--- src/rtl/mult_share_arbiter.sv ---
// Round-robin front end that time-shares one multi-cycle multiplier between
// NREQ requesters, with a watchdog that turns a missing done into an error response.
module mult_share_arbiter #(
    parameter int N       = 8,
    parameter int NREQ    = 4,
    parameter int TIMEOUT = 255
) (
    input  logic                clk,
    input  logic                rst_n,
    input  logic [NREQ-1:0]     req_valid,
    input  logic [NREQ*N-1:0]   req_a,
    input  logic [NREQ*N-1:0]   req_b,
    output logic [NREQ-1:0]     req_ready,
    output logic [NREQ-1:0]     rsp_valid,
    output logic [2*N-1:0]      rsp_product,
    output logic                rsp_err,
    output logic                mul_start,
    output logic [N-1:0]        mul_multiplicand,
    output logic [N-1:0]        mul_multiplier,
    input  logic                mul_done,
    input  logic [2*N-1:0]      mul_product,
    output logic                busy
);
    localparam int IW = $clog2(NREQ);
    localparam int WW = $clog2(TIMEOUT + 1);

    typedef enum logic [1:0] {S_IDLE, S_ISSUE, S_WAIT, S_RESP} state_t;

    state_t             r_state;
    logic [IW-1:0]      r_rr_ptr;
    logic [IW-1:0]      r_gnt;
    logic [WW-1:0]      r_wdog;
    logic [N-1:0]       r_a;
    logic [N-1:0]       r_b;
    logic               r_start;
    logic [NREQ-1:0]    r_rsp_valid;
    logic [2*N-1:0]     r_rsp_product;
    logic               r_rsp_err;
    logic               r_busy;

    logic               w_any;
    logic [IW-1:0]      w_pick;
    logic [NREQ-1:0]    w_ready;
    logic [NREQ-1:0]    w_gnt_oh;

    function automatic logic [IW-1:0] f_wrap(input int v);
        return IW'(v % NREQ);
    endfunction

    // Scan downward so the last hit written is the first set bit at or above rr_ptr.
    always_comb begin
        w_any  = |req_valid;
        w_pick = '0;
        for (int k = NREQ - 1; k >= 0; k--) begin
            if (req_valid[f_wrap(int'(r_rr_ptr) + k)])
                w_pick = f_wrap(int'(r_rr_ptr) + k);
        end
    end

    // Gated by rst_n so the accept strobe also drops during reset.
    always_comb begin
        w_ready = '0;
        if (rst_n && (r_state == S_IDLE) && w_any)
            w_ready[w_pick] = 1'b1;
    end

    always_comb begin
        w_gnt_oh        = '0;
        w_gnt_oh[r_gnt] = 1'b1;
    end

    always_ff @(posedge clk or negedge rst_n) begin
        if (!rst_n) begin
            r_state       <= S_IDLE;
            r_rr_ptr      <= '0;
            r_gnt         <= '0;
            r_wdog        <= '0;
            r_a           <= '0;
            r_b           <= '0;
            r_start       <= 1'b0;
            r_rsp_valid   <= '0;
            r_rsp_product <= '0;
            r_rsp_err     <= 1'b0;
            r_busy        <= 1'b0;
        end else begin
            r_start     <= 1'b0;
            r_rsp_valid <= '0;
            case (r_state)
                S_IDLE: begin
                    if (w_any) begin
                        r_a     <= req_a[w_pick*N +: N];
                        r_b     <= req_b[w_pick*N +: N];
                        r_gnt   <= w_pick;
                        r_start <= 1'b1;
                        r_busy  <= 1'b1;
                        r_state <= S_ISSUE;
                    end
                end
                S_ISSUE: begin
                    r_wdog  <= '0;
                    r_state <= S_WAIT;
                end
                S_WAIT: begin
                    // done takes priority over an expiring watchdog
                    if (mul_done) begin
                        r_rsp_product <= mul_product;
                        r_rsp_err     <= 1'b0;
                        r_rsp_valid   <= w_gnt_oh;
                        r_state       <= S_RESP;
                    end else if (r_wdog == WW'(TIMEOUT - 1)) begin
                        r_rsp_product <= '0;
                        r_rsp_err     <= 1'b1;
                        r_rsp_valid   <= w_gnt_oh;
                        r_state       <= S_RESP;
                    end else begin
                        r_wdog <= r_wdog + 1'b1;
                    end
                end
                S_RESP: begin
                    r_rr_ptr <= f_wrap(int'(r_gnt) + 1);
                    r_busy   <= 1'b0;
                    r_state  <= S_IDLE;
                end
                default: r_state <= S_IDLE;
            endcase
        end
    end

    assign req_ready        = w_ready;
    assign rsp_valid        = r_rsp_valid;
    assign rsp_product      = r_rsp_product;
    assign rsp_err          = r_rsp_err;
    assign mul_start        = r_start;
    assign mul_multiplicand = r_a;
    assign mul_multiplier   = r_b;
    assign busy             = r_busy;

endmodule

--- config.mk ---
export PLATFORM = sky130hd
export DESIGN_NAME = mult_share_arbiter
export DESIGN_NICKNAME = d
export VERILOG_FILES = /design/src/rtl/mult_share_arbiter.sv
export SDC_FILE = /design/constraint.sdc
export NUM_CORES = 1
export LEC_CHECK = 0
export CORE_AREA = 5 5 106 83
export CTS_CLUSTER_DIAMETER = 30
export DETAILED_ROUTE_END_ITERATION = 8
export DIE_AREA = 0 0 111 88
export GPL_ROUTABILITY_DRIVEN = 0
export PLACE_DENSITY = 0.77
export RECOVER_POWER = 25
export SLEW_MARGIN = 20
export SYNTH_ARGS = -nofsm -noshare
export SYNTH_HDL_FRONTEND = slang
export SYNTH_SLANG_ARGS = --single-unit
--- constraint.sdc ---
create_clock -name clk -period 1.79 [get_ports clk]
set_input_delay 0.358 -clock clk [delete_from_list [all_inputs] [get_ports clk]]
set_output_delay 0.358 -clock clk [all_outputs]
set_load 0.02 [all_outputs]
### Word-level counts from Yosys, hierarchy flattened

Cells that the tools add are included.

* register bits after elaboration: 53
* output and inout port bits: 43
* word-level logic and storage cells: 83

* add/subtract/negate cells: 5
* magnitude comparators: 8
* eq/ne operators: 8
* shift-type cells: 2
* muxes and demuxes: 35
* reduce and logical (&&, ||, !) cells: 14

Operators by type and width (count)
* indexed part select 32 x 6 -> 8 bit: 2
* two-way mux 16 bit: 2
* less-than comparator 2 x 3 -> 1 bit (second input constant): 6
* two-way mux 4 bit: 4
* two-way mux 8 bit: 2
* one-hot mux 8 bit (2 select lines): 1
* two-way mux 2 bit: 7
* two-way mux 1 bit: 11
* adder 8 x 1 -> 8 bit (second input constant): 1
* binary-select mux 1 bit (select 2 bit): 4
* == test 8 bit (second input constant): 1
* one-hot mux 2 bit (4 select lines): 1
* AND reduction 2 bit: 4
* inequality test 2 bit (second input constant): 3
* nonzero test 2 bit: 3
* adder 2 x 1 -> 2 bit (second input constant): 2
* adder 2 bit (second input constant): 2
* demux 1 bit (select 2 bit): 2
* == test 2 bit (second input constant): 2
* >= comparator 2 x 1 -> 1 bit (second input constant): 2
* logical AND 1 bit: 4
* OR reduction 4 bit: 1
* inequality test 3 bit (second input constant): 1
* AND reduction 3 bit: 1
* 3 further kinds: 3

### Logic depth before layout (Yosys ltp)

Gate-level depths: netlist (run 1).

* depth after elaboration: 12
* depth in mapped cells: 8

### Worst setup path before layout (run 1)

OpenSTA, ideal clock, no wires.

* path kind: register to output
* start: register r_rr_ptr[1]
* end: output port req_ready[1]
* data arrival time: 1.806 ns
* required time: 1.432 ns
* path slack: -0.374 ns
* stages on the path, launching flop included: 8
* cells stage by stage: dfrtp_1 > mux2i_1 > or2_1 > buf_2 > nand3_4 > buf_6 > buf_12 > nor3b_1

* word-level cells in the longest chain between the ends: 12
* elaborated cells on any way between the ends: 21
* those cells by class: add/sub: 3; order compare: 2; mux: 15; reduce/logical: 1

Ends and longest elaborated chain
* start: declaration: line 30 `logic [IW-1:0] r_rr_ptr;`
* start signal: assignment: line 120 `r_rr_ptr <= f_wrap(int'(r_gnt) + 1);`
* adder 2 bit: line 55, 56
* binary-select mux 1 bit (select 2 bit): line 55 `if (req_valid[f_wrap(int'(r_rr_ptr) + k)])`
* two-way mux 1 bit (implied by the code): line 55
* two-way mux 2 bit (3 in a row): line 55
* two-way mux 2 bit (*): line 55
* less-than comparator 2 x 3 -> 1 bit (implied by the code) or >= comparator 2 x 1 -> 1 bit (tied branches): line 64 `w_ready[w_pick] = 1'b1;`
* logical AND 1 bit (implied by the code): line 64
* two-way mux 1 bit (implied by the code): line 64
* demux 1 bit (select 2 bit) (*): line 64
* two-way mux 4 bit (*): line 63 `if (rst_n && (r_state == S_IDLE) && w_any)`
* end: declaration: line 13 `output logic [NREQ-1:0] req_ready,`

Mark *: on every way between the ends. The rest lies on a longest branch, timed or not. The select of a mux whose other input is x is not followed.

### Worst setup path after layout (run 1)

* start: register r_rr_ptr[0]
* end: output port req_ready[3]

Same word-level chain as after synthesis.

==> results of run 1 <==
cell type report:
type | instances | area, um2 | area share (%)
clock buffers | 5 | 68.82 | 1.356
repair buffers | 173 | 1745 | 34.38
flip-flops and latches | 53 | 1328 | 26.15
inverters | 12 | 45.04 | 0.8874
well taps | 105 | 131.4 | 2.588
multi-input cells | 190 | 1735 | 34.19
clock inverters | 3 | 22.52 | 0.4437
worst reg2reg max path: cells and delay by family, from the launching register on:
family          cells  cell delay [ps]
buf+inv             2              310
simple gates        2              300
compound gates      1              310
flops               1              440
mux                 2              590
logic make-up after synthesis:
kind of cell	count (synthesis)	synth area share (%)
buffers and inverters	27	4.523
and+or+nand+nor	78	14.89
xor gates and xnor gates	3	0.9224
AOI/OAI and AO/OA	78	20.82
DFF	53	46.55
adders and majority gates	11	4.831
muxes	20	7.466
worst max-delay path by stage:
stage,endpoint,slack [ps]
finish,req_ready[3],-300
global route,req_ready[3],-380
CTS,req_ready[0],-240
detailed placement,req_ready[0],-900
global placement,req_ready[2],-860
floorplan,req_ready[1],-70
sequential cells by signal, summed over array words and instances (netlist names):
signal	flops
rsp_product	16
mul_multiplicand	8
r_state	2
rsp_err	1
rsp_valid	4
mul_start	1
r_rr_ptr	2
r_wdog	8
r_gnt	2
busy	1
mul_multiplier	8
cells in the mapped netlist (2+ instances only):
cell type / count / area (um2)
dfrtp_1: 53 / 1326
nor2_1: 22 / 82.58
a22o_1: 16 / 140.1
nand2_1: 13 / 48.80
a21oi_1: 12 / 60.06
inv_1: 12 / 45.04
ha_1: 11 / 137.6
mux2_2: 10 / 112.6
mux2i_1: 10 / 100.1
nand4_1: 10 / 62.56
a221o_1: 9 / 90.09
and4_1: 9 / 78.83
clkbuf_1: 9 / 33.78
a2111oi_0: 8 / 70.07
a211oi_1: 8 / 60.06
o31ai_1: 8 / 60.06
o21ai_0: 6 / 30.03
nand3_1: 5 / 25.02
nor3_1: 5 / 25.02
nor2b_1: 4 / 25.02
a21o_1: 3 / 22.52
buf_2: 3 / 15.01
nand2b_1: 3 / 18.77
nor3b_1: 2 / 15.01
o21a_1: 2 / 15.01
or2_1: 2 / 12.51
xor2_1: 2 / 17.52
metal layers:
metal	track usage [%]	vias to the layer above	share of wire [%]
met4	4.251	0	1.5
met1	23.02	1426	41
met2	31.61	136	49
met5	0	-	0
li1	-	1353	-
met3	6.561	16	8.0
stage by stage:
step | setup WS [ps] | power, W | std cells
2_1_floorplan | -72.94 | 0.004065 | 270
6_report | -296.8 | 0.007415 | 541
3_3_place_gp | -860.1 | 0.005687 | 522
5_1_grt | -375.0 | 0.007845 | 541
4_1_cts | -243.6 | 0.006818 | 533
3_5_place_dp | -897.9 | 0.005781 | 522
what timing repair did:
action / CTS / global route
buffers inserted: 4 / 8
resized for setup: 75 / 31
gates cloned: 0 / 1
setup endpoints to repair: 21 / 26
pin swaps: 31 / 19
power groups by stage:
stage | Combinational (W) | Sequential, W | Clock, W
final | 0.00470 | 0.00202 | 0.000694
after global routing | 0.00500 | 0.00207 | 0.000771
after CTS | 0.00411 | 0.00200 | 0.000705
after detailed placement | 0.00377 | 0.00201 | 0
after global placement | 0.00370 | 0.00198 | 0
after floorplan | 0.00159 | 0.00247 | 0
placed cells by master (no fill, tap or decap), types with 5 or more instances in the layout:
cell type        synthesis  layout
and4_1                   9       7
dfrtp_1                 53      52
a2111oi_4                0       7
ha_1                    11      10
a22o_1                  16      16
buf_4                    0      31
nor2_1                  22      20
nand3_1                  5       5
o31ai_1                  8       7
a221o_1                  9       9
buf_6                    1       7
nand4_1                 10      10
inv_1                   12       9
clkbuf_8                 0       5
mux2_4                   0       8
o21ai_0                  6       5
buf_12                   1       7
clkdlybuf4s50_1          0     120
mux2i_1                 10       9
a21oi_1                 12      10
nand2_1                 13      11
==> summary.txt, run 1 <==
Power and ir drop
  – Clk pwr share: 9.4%
  – Share of power burned in registers: a little over a quarter
  – Net Sw Frac: around two fifths
  – Comb power frac: 63.4%
  – P_sw: 0.003033 W
  – Pwr Density: 1461 nW/um2
  – Max VDD drop: ~0.69 mV
  – Leak: between 2 and 2.5 nW
  – Internal Dissipation: 0.004383 W

Logic synthesis
  – Post-synth EDFFs: 0
  – Post-Syn Nets: 368
  – Synth Warn #: 0
  – Top FF cell, synth: dfrtp_1
  – Synth Cell Area: 2849 um2
  – Post-synthesis register bit count: 53
  – Post-synth ARST share: 100.0%
  – Seq/Total Area, Yosys: 46.55%
  – Post-Syn Instances: 270
  – Distinct cells, synth: 40
  – Syn_area_per_cell: approximately 11 um2

Drt
  – Final ANT Viol Nets: 0
  – First drt pass iteration count: 4
  – Routed vias/inst: between 5 and 6
  – Drt drc: 0
  – Vias: about 2900
  – Iteration-0 DRC Markers: 145
  – Post-Route WL: around 10000 um
  – Avg WL per Cell: 18.60 um

STA
  – Clock Skew: roughly 6.6 ps
  – Final Hold Viols: 0
  – Slew Limit Fails: 0
  – Max Freq: approximately 0.48 GHz
  – Worst-margin pin slew: roughly 1300 ps
  – Setup violators final: 21
  – RSZ-0062 raised after global routing: true
  – Setup ws final: -296.8 ps
  – Final Cycle Share: 116.6%
  – Max-slew headroom: between 10% and 20%
  – Min Tclk post-route: between 2000 and 2500 ps
  – Fin Setup TNS: -4273 ps
  – Worst Hold Slack: 512.2 ps

Critical path
  – Delay-heaviest family, CP: flip-flops
  – CP max-delay cell: dfrtp_1
  – Critical Path Most Common Cell: buf_6
  – Worst Path Buf+Inv: 2
  – Crit. path cell count: 6
  – Crit path max fanout: 4
  – WP data arrival: about 1700 ps
  – CP required: around 1400 ps
  – Cell chain of the critical path: nor2b_1 -> o21bai_1 -> nand2_2 -> buf_6 -> nor3_4 -> buf_6
  – Reg-to-Reg End: mul_multiplier[2]
  – Kind of start point of the critical path: register
  – Crit-path max cell delay: about 450 ps
  – Critical Path End Type: primary output
  – Reg-to-Reg Start: r_rr_ptr[1]
  – Setup crit start: r_rr_ptr[0]
  – Depth of the worst register-to-register path: 7
  – Setup CP Type: register to primary output
  – Reg-to-reg slack, setup: -270 ps

Floorplan
  – Io pins: 130
  – DIE HEIGHT: roughly 88 um
  – Die width: ~110 um
  – Area of the core: around 7700 um2
  – Starting Density: about 37%
  – Row count: 28
  – Die Area: ~9800 um2

Global routing
  – Antenna violations before repair: 0
  – Total Routing Usage GR: 18.56%
  – Largest net degree at the start of global routing: 54
  – Vias in the first global route: roughly 2900
  – First-pass GRT wire length: ~15000 um
  – Grt total ovfl: 0

Final layout
  – Final net count: approximately 530
  – FILL cells: roughly 560
  – Layout area overhead: 78.17%
  – Final core utilization: about two thirds
  – Final Cell Area: 5076 um2
  – Layout cells sized above 1: 24.77%
  – # diodes: 0

Placed design
  – DP Area: 4486 um2
  – Post-DP HPWL: around 6800 um
  – Port bufs: ~130

Clock tree
  – Cts hold-fix bufs: 0
  – CTS tree: done
  – CTS Sinks: 53
  – Clock insertion delay at the later pin of the skew report: a little over 300 ps
  – Clock H-tree levels: 2
  – Clk pin slew, worst setup/hold paths: approximately 100 ps
  – CTS root buf: clkbuf_8
  – CTS Buffer Depth: 2
  – TritonCTS Buffers: 5

Min path
  – Hold depth: 1
  – Worst hold start: rsp_product[13]
  – Worst hold endpoint: rsp_product[13]
  – Hold Path Class: register to register

Outcome
  – Result of the run: complete, but fails checks
  – Failing checks: setup timing

Run
  – Max Cap Viol: 0
Note: power is estimated with default switching activity, not from simulation.
==> inputs of run 2 (changes only) <==
Settings changed: CORE_AREA 5 5 106 83 to 2 2 108 84, DIE_AREA 0 0 111 88 to 0 0 110 86, HOLD_SLACK_MARGIN from default to 0.02, PLACE_DENSITY 0.77 to 0.7.
==> run 2 against run 1 <==
Effect of this change:
- the flow still finishes with violations (setup timing)
- sequential power about the same
- critical path depth increased by 1
- critical endpoint is now mul_multiplicand[4]
- flip-flop and latch count unchanged
- global-route usage increased by 0.45 points
- register-to-register slack improved by 20 ps
- total power decreased by 2.6%
- sequential share of layout area increased by 0.41 points
- first-iteration DRC count decreased by 20%
- non-clock buffer count increased by 6
- cell area decreased by 1.6%
- count of clock-buffer cells in the layout increased by 1
- clock power increased by 17%
==> summary.txt, run 2 (same netlist as run 1, synthesis figures left out) <==
Clock tree
  – Clk pin slew, worst setup/hold paths: roughly 100 ps
  – CTS Sinks: 53
  – Cts hold-fix bufs: 0
  – CTS root buf: clkbuf_8
  – TritonCTS Buffers: 5
  – Clock insertion delay at the later pin of the skew report: about 310 ps
  – CTS Buffer Depth: 2
  – Clock H-tree levels: 2
  – CTS tree: done

Global routing
  – First-pass GRT wire length: ~14000 um
  – Vias in the first global route: between 2000 and 3000
  – Grt total ovfl: 0
  – Largest net degree at the start of global routing: 54
  – Total Routing Usage GR: approximately a fifth
  – Antenna violations before repair: 0

Power and ir drop
  – Max VDD drop: 0.8880 mV
  – Leak: approximately 2.1 nW
  – Pwr Density: approximately 1400 nW/um2
  – Total power: slightly above 0.007 W

Final layout
  – Final net count: about 540
  – Layout cells sized above 1: 23.53%
  – Layout area overhead: 75.41%
  – Area of the multi-input gates: around 1700 um2
  – Flip-flop and latch area: around 1300 um2
  – Commonest non-fill, non-tap cell in the layout: clkdlybuf4s50_1
  – FILL cells: slightly above 700
  – # diodes: 0
  – Max FFs per register: 16
  – Commonest non-fill, non-tap cells in the layout: clkdlybuf4s50_1, dfrtp_1, buf_4

STA
  – Setup violators final: 21
  – Final Hold Viols: 0
  – Max Freq: 0.4905 GHz
  – Min Tclk post-route: between 2000 and 2500 ps
  – Max-slew headroom: 13.90%
  – Worst Hold Slack: 513.5 ps
  – RSZ-0062 raised after global routing: true
  – Final Cycle Share: 113.9%
  – Clock Skew: between 5 and 6 ps
  – Setup ws final: -248.9 ps
  – Slew Limit Fails: 0
  – Worst-margin pin slew: approximately 1300 ps

Drt
  – Routed vias/inst: between 5 and 6
  – First drt pass iteration count: 4
  – Final ANT Viol Nets: 0
  – Avg WL per Cell: about 17 um
  – Post-Route WL: about 9000 um
  – Vias: 2844
  – Drt drc: 0
  – Iteration-0 DRC Markers: 116

Min path
  – Hold depth: 1
  – Hold Path Class: register to register

Critical path
  – Kind of start point of the critical path: register
  – Crit path max fanout: 16
  – WP data arrival: 2230 ps
  – Setup CP Type: register to register
  – CP required: 1980 ps
  – Critical Path End Type: register
  – Depth of the worst register-to-register path: 7

Placed design
  – Port bufs: between 100 and 150
  – Post-DP HPWL: between 6000 and 7000 um

Floorplan
  – Row count: 29
  – Starting Density: between 30% and 40%
  – Io pins: 130
  – Area of the core: approximately 8300 um2
  – Die Area: 9460 um2
  – Die width: around 110 um
  – DIE HEIGHT: 86 um

Run
  – Max Cap Viol: 0

Outcome
  – Failing checks: setup timing
  – Result of the run: complete, but fails checks
run 2: critical path, stage by stage (launching register included):
cell and delay, ps:
dfrtp_2 430, nand2_1 100, buf_4 170, or2_4 250
nand3_4 140, buf_12 200, mux2_4 310, a221o_1 330
run 2: report_power, final:
part | switching, W | leakage (nW) | internal [W]
clock network | 0.000394 | 0.0554 | 0.000420
registers | 0.000316 | 0.659 | 0.00169
logic | 0.00216 | 1.43 | 0.00224
total | 0.00287 | 2.14 | 0.00435
run 2: final timing paths:
kind                           startpoint             endpoint  slack, ps
min in group asynchronous           rst_n    mul_multiplier[4]        530
hold reg to reg            rsp_product[2]       rsp_product[2]        510
max in group asynchronous           rst_n          r_rr_ptr[1]        400
setup / recovery              r_rr_ptr[1]  mul_multiplicand[4]       -250
setup reg to reg              r_rr_ptr[1]  mul_multiplicand[4]       -250
hold / removal             rsp_product[2]       rsp_product[2]        510
run 2: final cells by class:
type,count,share of cell area [%]
clock buffers,6,1.452
repair buffers,179,34.13
clock inverters,2,0.7762
flip-flops and latches,53,26.56
well taps,108,2.704
multi-input cells,190,33.48
inverters,12,0.9014
run 2: what timing repair did:
action                     CTS  global route
cloned                       0             0
setup endpoints to repair   22            26
setup buffers                3             5
pin swaps                    8             4
resized for setup           74            20
run 2: through the flow:
step                      instances  TNS, ps  instance area, um2  setup WS [ps]  utilization, %
after floorplan                 270   -145.4                2899         -72.94               -
after global placement          534   -15880                4544         -912.3           54.69
after detailed placement        534   -16610                4544         -918.9           54.69
after CTS                       545    -3818                4883         -274.8           58.77
after global routing            550    -5373                4997         -326.8           60.14
final                           550    -3742                4997         -248.9           60.14
run 2: routing by layer:
layer	wire [um]	global-route usage, %
met2	4405	31.34
met4	89	5.524
met5	0	0
met3	648	5.167
met1	3990	24.38
==> inputs of run 3 (changes only) <==
Settings changed: SKIP_LAST_GASP from default to 1.
==> run 3 against run 2 <==
Effect of this change:
- clock power about the same
- register-to-register slack about the same
- routed wire length is 0.38% higher
- via count is 1.5% higher
- first-iteration DRC count rose by 21%
- die area stayed put
- non-clock buffer count is 1 higher
- worst setup slack worse by 6.8 ps
- the run still ends with setup timing left
- flip-flop and latch count unchanged
- maximum frequency down 0.33%
- critical path depth unchanged
- sequential share of layout area increased by 0.39 points
==> summary.txt, run 3 (same netlist as run 1, synthesis figures left out) <==
Clock tree
  – CTS root buf: clkbuf_8
  – Clk pin slew, worst setup/hold paths: around 100 ps
  – Clock insertion delay at the later pin of the skew report: about 310 ps
  – Cts hold-fix bufs: 0
  – CTS tree: done
  – CTS Buffer Depth: 2
  – Clock H-tree levels: 2
  – TritonCTS Buffers: 5
  – CTS Sinks: between 50 and 60

Min path
  – Hold Path Class: register to register
  – Hold depth: 1

Global routing
  – Antenna violations before repair: 0
  – First-pass GRT wire length: 13770 um
  – Grt total ovfl: 0
  – Vias in the first global route: roughly 2900
  – Largest net degree at the start of global routing: between 50 and 60
  – Total Routing Usage GR: 18.68%

Floorplan
  – Row count: 29
  – Io pins: 130
  – Area of the core: between 8000 and 9000 um2
  – DIE HEIGHT: 86 um
  – Die width: around 110 um
  – Starting Density: 34.29%
  – Die Area: about 9500 um2

Final layout
  – Flip-flop and latch area: 1328 um2
  – Area of the multi-input gates: ~1600 um2
  – Layout cells sized above 1: 23.70%
  – Max FFs per register: 16
  – Final Cell Area: approximately 4900 um2
  – Final net count: 540
  – # diodes: 0
  – Commonest non-fill, non-tap cell in the layout: clkdlybuf4s50_1
  – Commonest non-fill, non-tap cells in the layout: clkdlybuf4s50_1, dfrtp_1, buf_4
  – Fin cells: between 500 and 600
  – Layout area overhead: 72.86%
  – FILL cells: slightly above 700

Critical path
  – Critical Path End Type: register
  – Setup CP Type: register to register
  – Crit-path max cell delay: around 430 ps
  – Kind of start point of the critical path: register
  – Worst Path Buf+Inv: 2
  – Depth of the worst register-to-register path: 7
  – Cell chain of the critical path: nand2_1 -> buf_4 -> or2_4 -> nand3_4 -> buf_12 -> mux2_2 -> a221o_1
  – WP data arrival: between 2000 and 2500 ps
  – CP max-delay cell: dfrtp_2
  – Delay-heaviest family, CP: simple AND/OR/NAND/NOR gates
  – CP required: 1990 ps
  – Crit. path cell count: 7
  – Crit path max fanout: 16

Power and ir drop
  – Leak: 2.102 nW
  – Max VDD drop: 0.9217 mV
  – Pwr Density: 1449 nW/um2

STA
  – Final Cycle Share: 114.3%
  – Min Tclk post-route: between 2000 and 2500 ps
  – Slew Limit Fails: 0
  – Max Freq: ~0.49 GHz
  – Clock Skew: around 6 ps
  – Max-slew headroom: ~15%
  – Worst-margin pin slew: around 1300 ps
  – Final Hold Viols: 0
  – Worst Hold Slack: ~510 ps
  – RSZ-0062 raised after global routing: true
  – Setup violators final: 21
  – Setup ws final: -255.7 ps

Placed design
  – Placed Cells: 534
  – DP Area: between 4000 and 5000 um2
  – Post-DP HPWL: around 6700 um
  – Port bufs: about 130
  – Placement Setup Slack: -918.9 ps

Outcome
  – Result of the run: complete, but fails checks
  – Failing checks: setup timing

Drt
  – Avg WL per Cell: about 17 um
  – Post-Route WL: around 9200 um
  – Iteration-0 DRC Markers: 140
  – Routed vias/inst: around 5.2
  – Vias: between 2000 and 3000
  – Final ANT Viol Nets: 0
  – First drt pass iteration count: 4
  – Drt drc: 0

Run
  – Max Cap Viol: 0
run 3: final timing paths:
| check | from | end | slack, ps |
|---|---|---|---|
| max in group asynchronous | rst_n | r_rr_ptr[1] | 420 |
| min reg2reg | rsp_product[2] | rsp_product[2] | 510 |
| min in group asynchronous | rst_n | mul_multiplier[4] | 520 |
| max | r_rr_ptr[1] | mul_multiplicand[4] | -260 |
| min | rsp_product[2] | rsp_product[2] | 510 |
| max reg2reg | r_rr_ptr[1] | mul_multiplicand[4] | -260 |
run 3: what timing repair did:
item	4_1_cts	5_1_grt
pin swaps	6	5
resized for setup	58	20
endpoints found under the setup margin	22	26
buffers inserted	3	6
run 3: where the power goes:
group / leakage (nW) / switching, W / total, W / internal [W]
combinational: 1.39 / 0.00213 / 0.00431 / 0.00218
sequential: 0.659 / 0.000317 / 0.00201 / 0.00169
clock: 0.0554 / 0.000397 / 0.000817 / 0.000420
run 3: layout make-up:
cell class / instances / area share [%]
clock buffer: 6 / 1.474
clock inverter: 2 / 0.7876
inverter: 12 / 0.9146
multi-input combinational: 190 / 32.72
sequential: 53 / 26.96
tap: 108 / 2.744
timing repair buffer: 180 / 34.40
run 3: routing by layer:
layer | global-route usage (%) | up-vias | wire, um
li1 | - | 1364 | -
met1 | 23.91 | 1390 | 4028
met2 | 30.95 | 114 | 4287
met3 | 5.091 | 18 | 666
met4 | 5.178 | 0 | 186
met5 | 0 | - | 0
run 3: through the flow:
step | setup TNS [ps] | total power (W) | util [%]
final | -4366 | 0.007137 | 59.27
after global routing | -6115 | 0.007588 | 59.27
after CTS | -4485 | 0.006940 | 57.64
after detailed placement | -16610 | 0.005857 | 54.69
after global placement | -15880 | 0.005769 | 54.69
after floorplan | -145.4 | 0.004065 | -
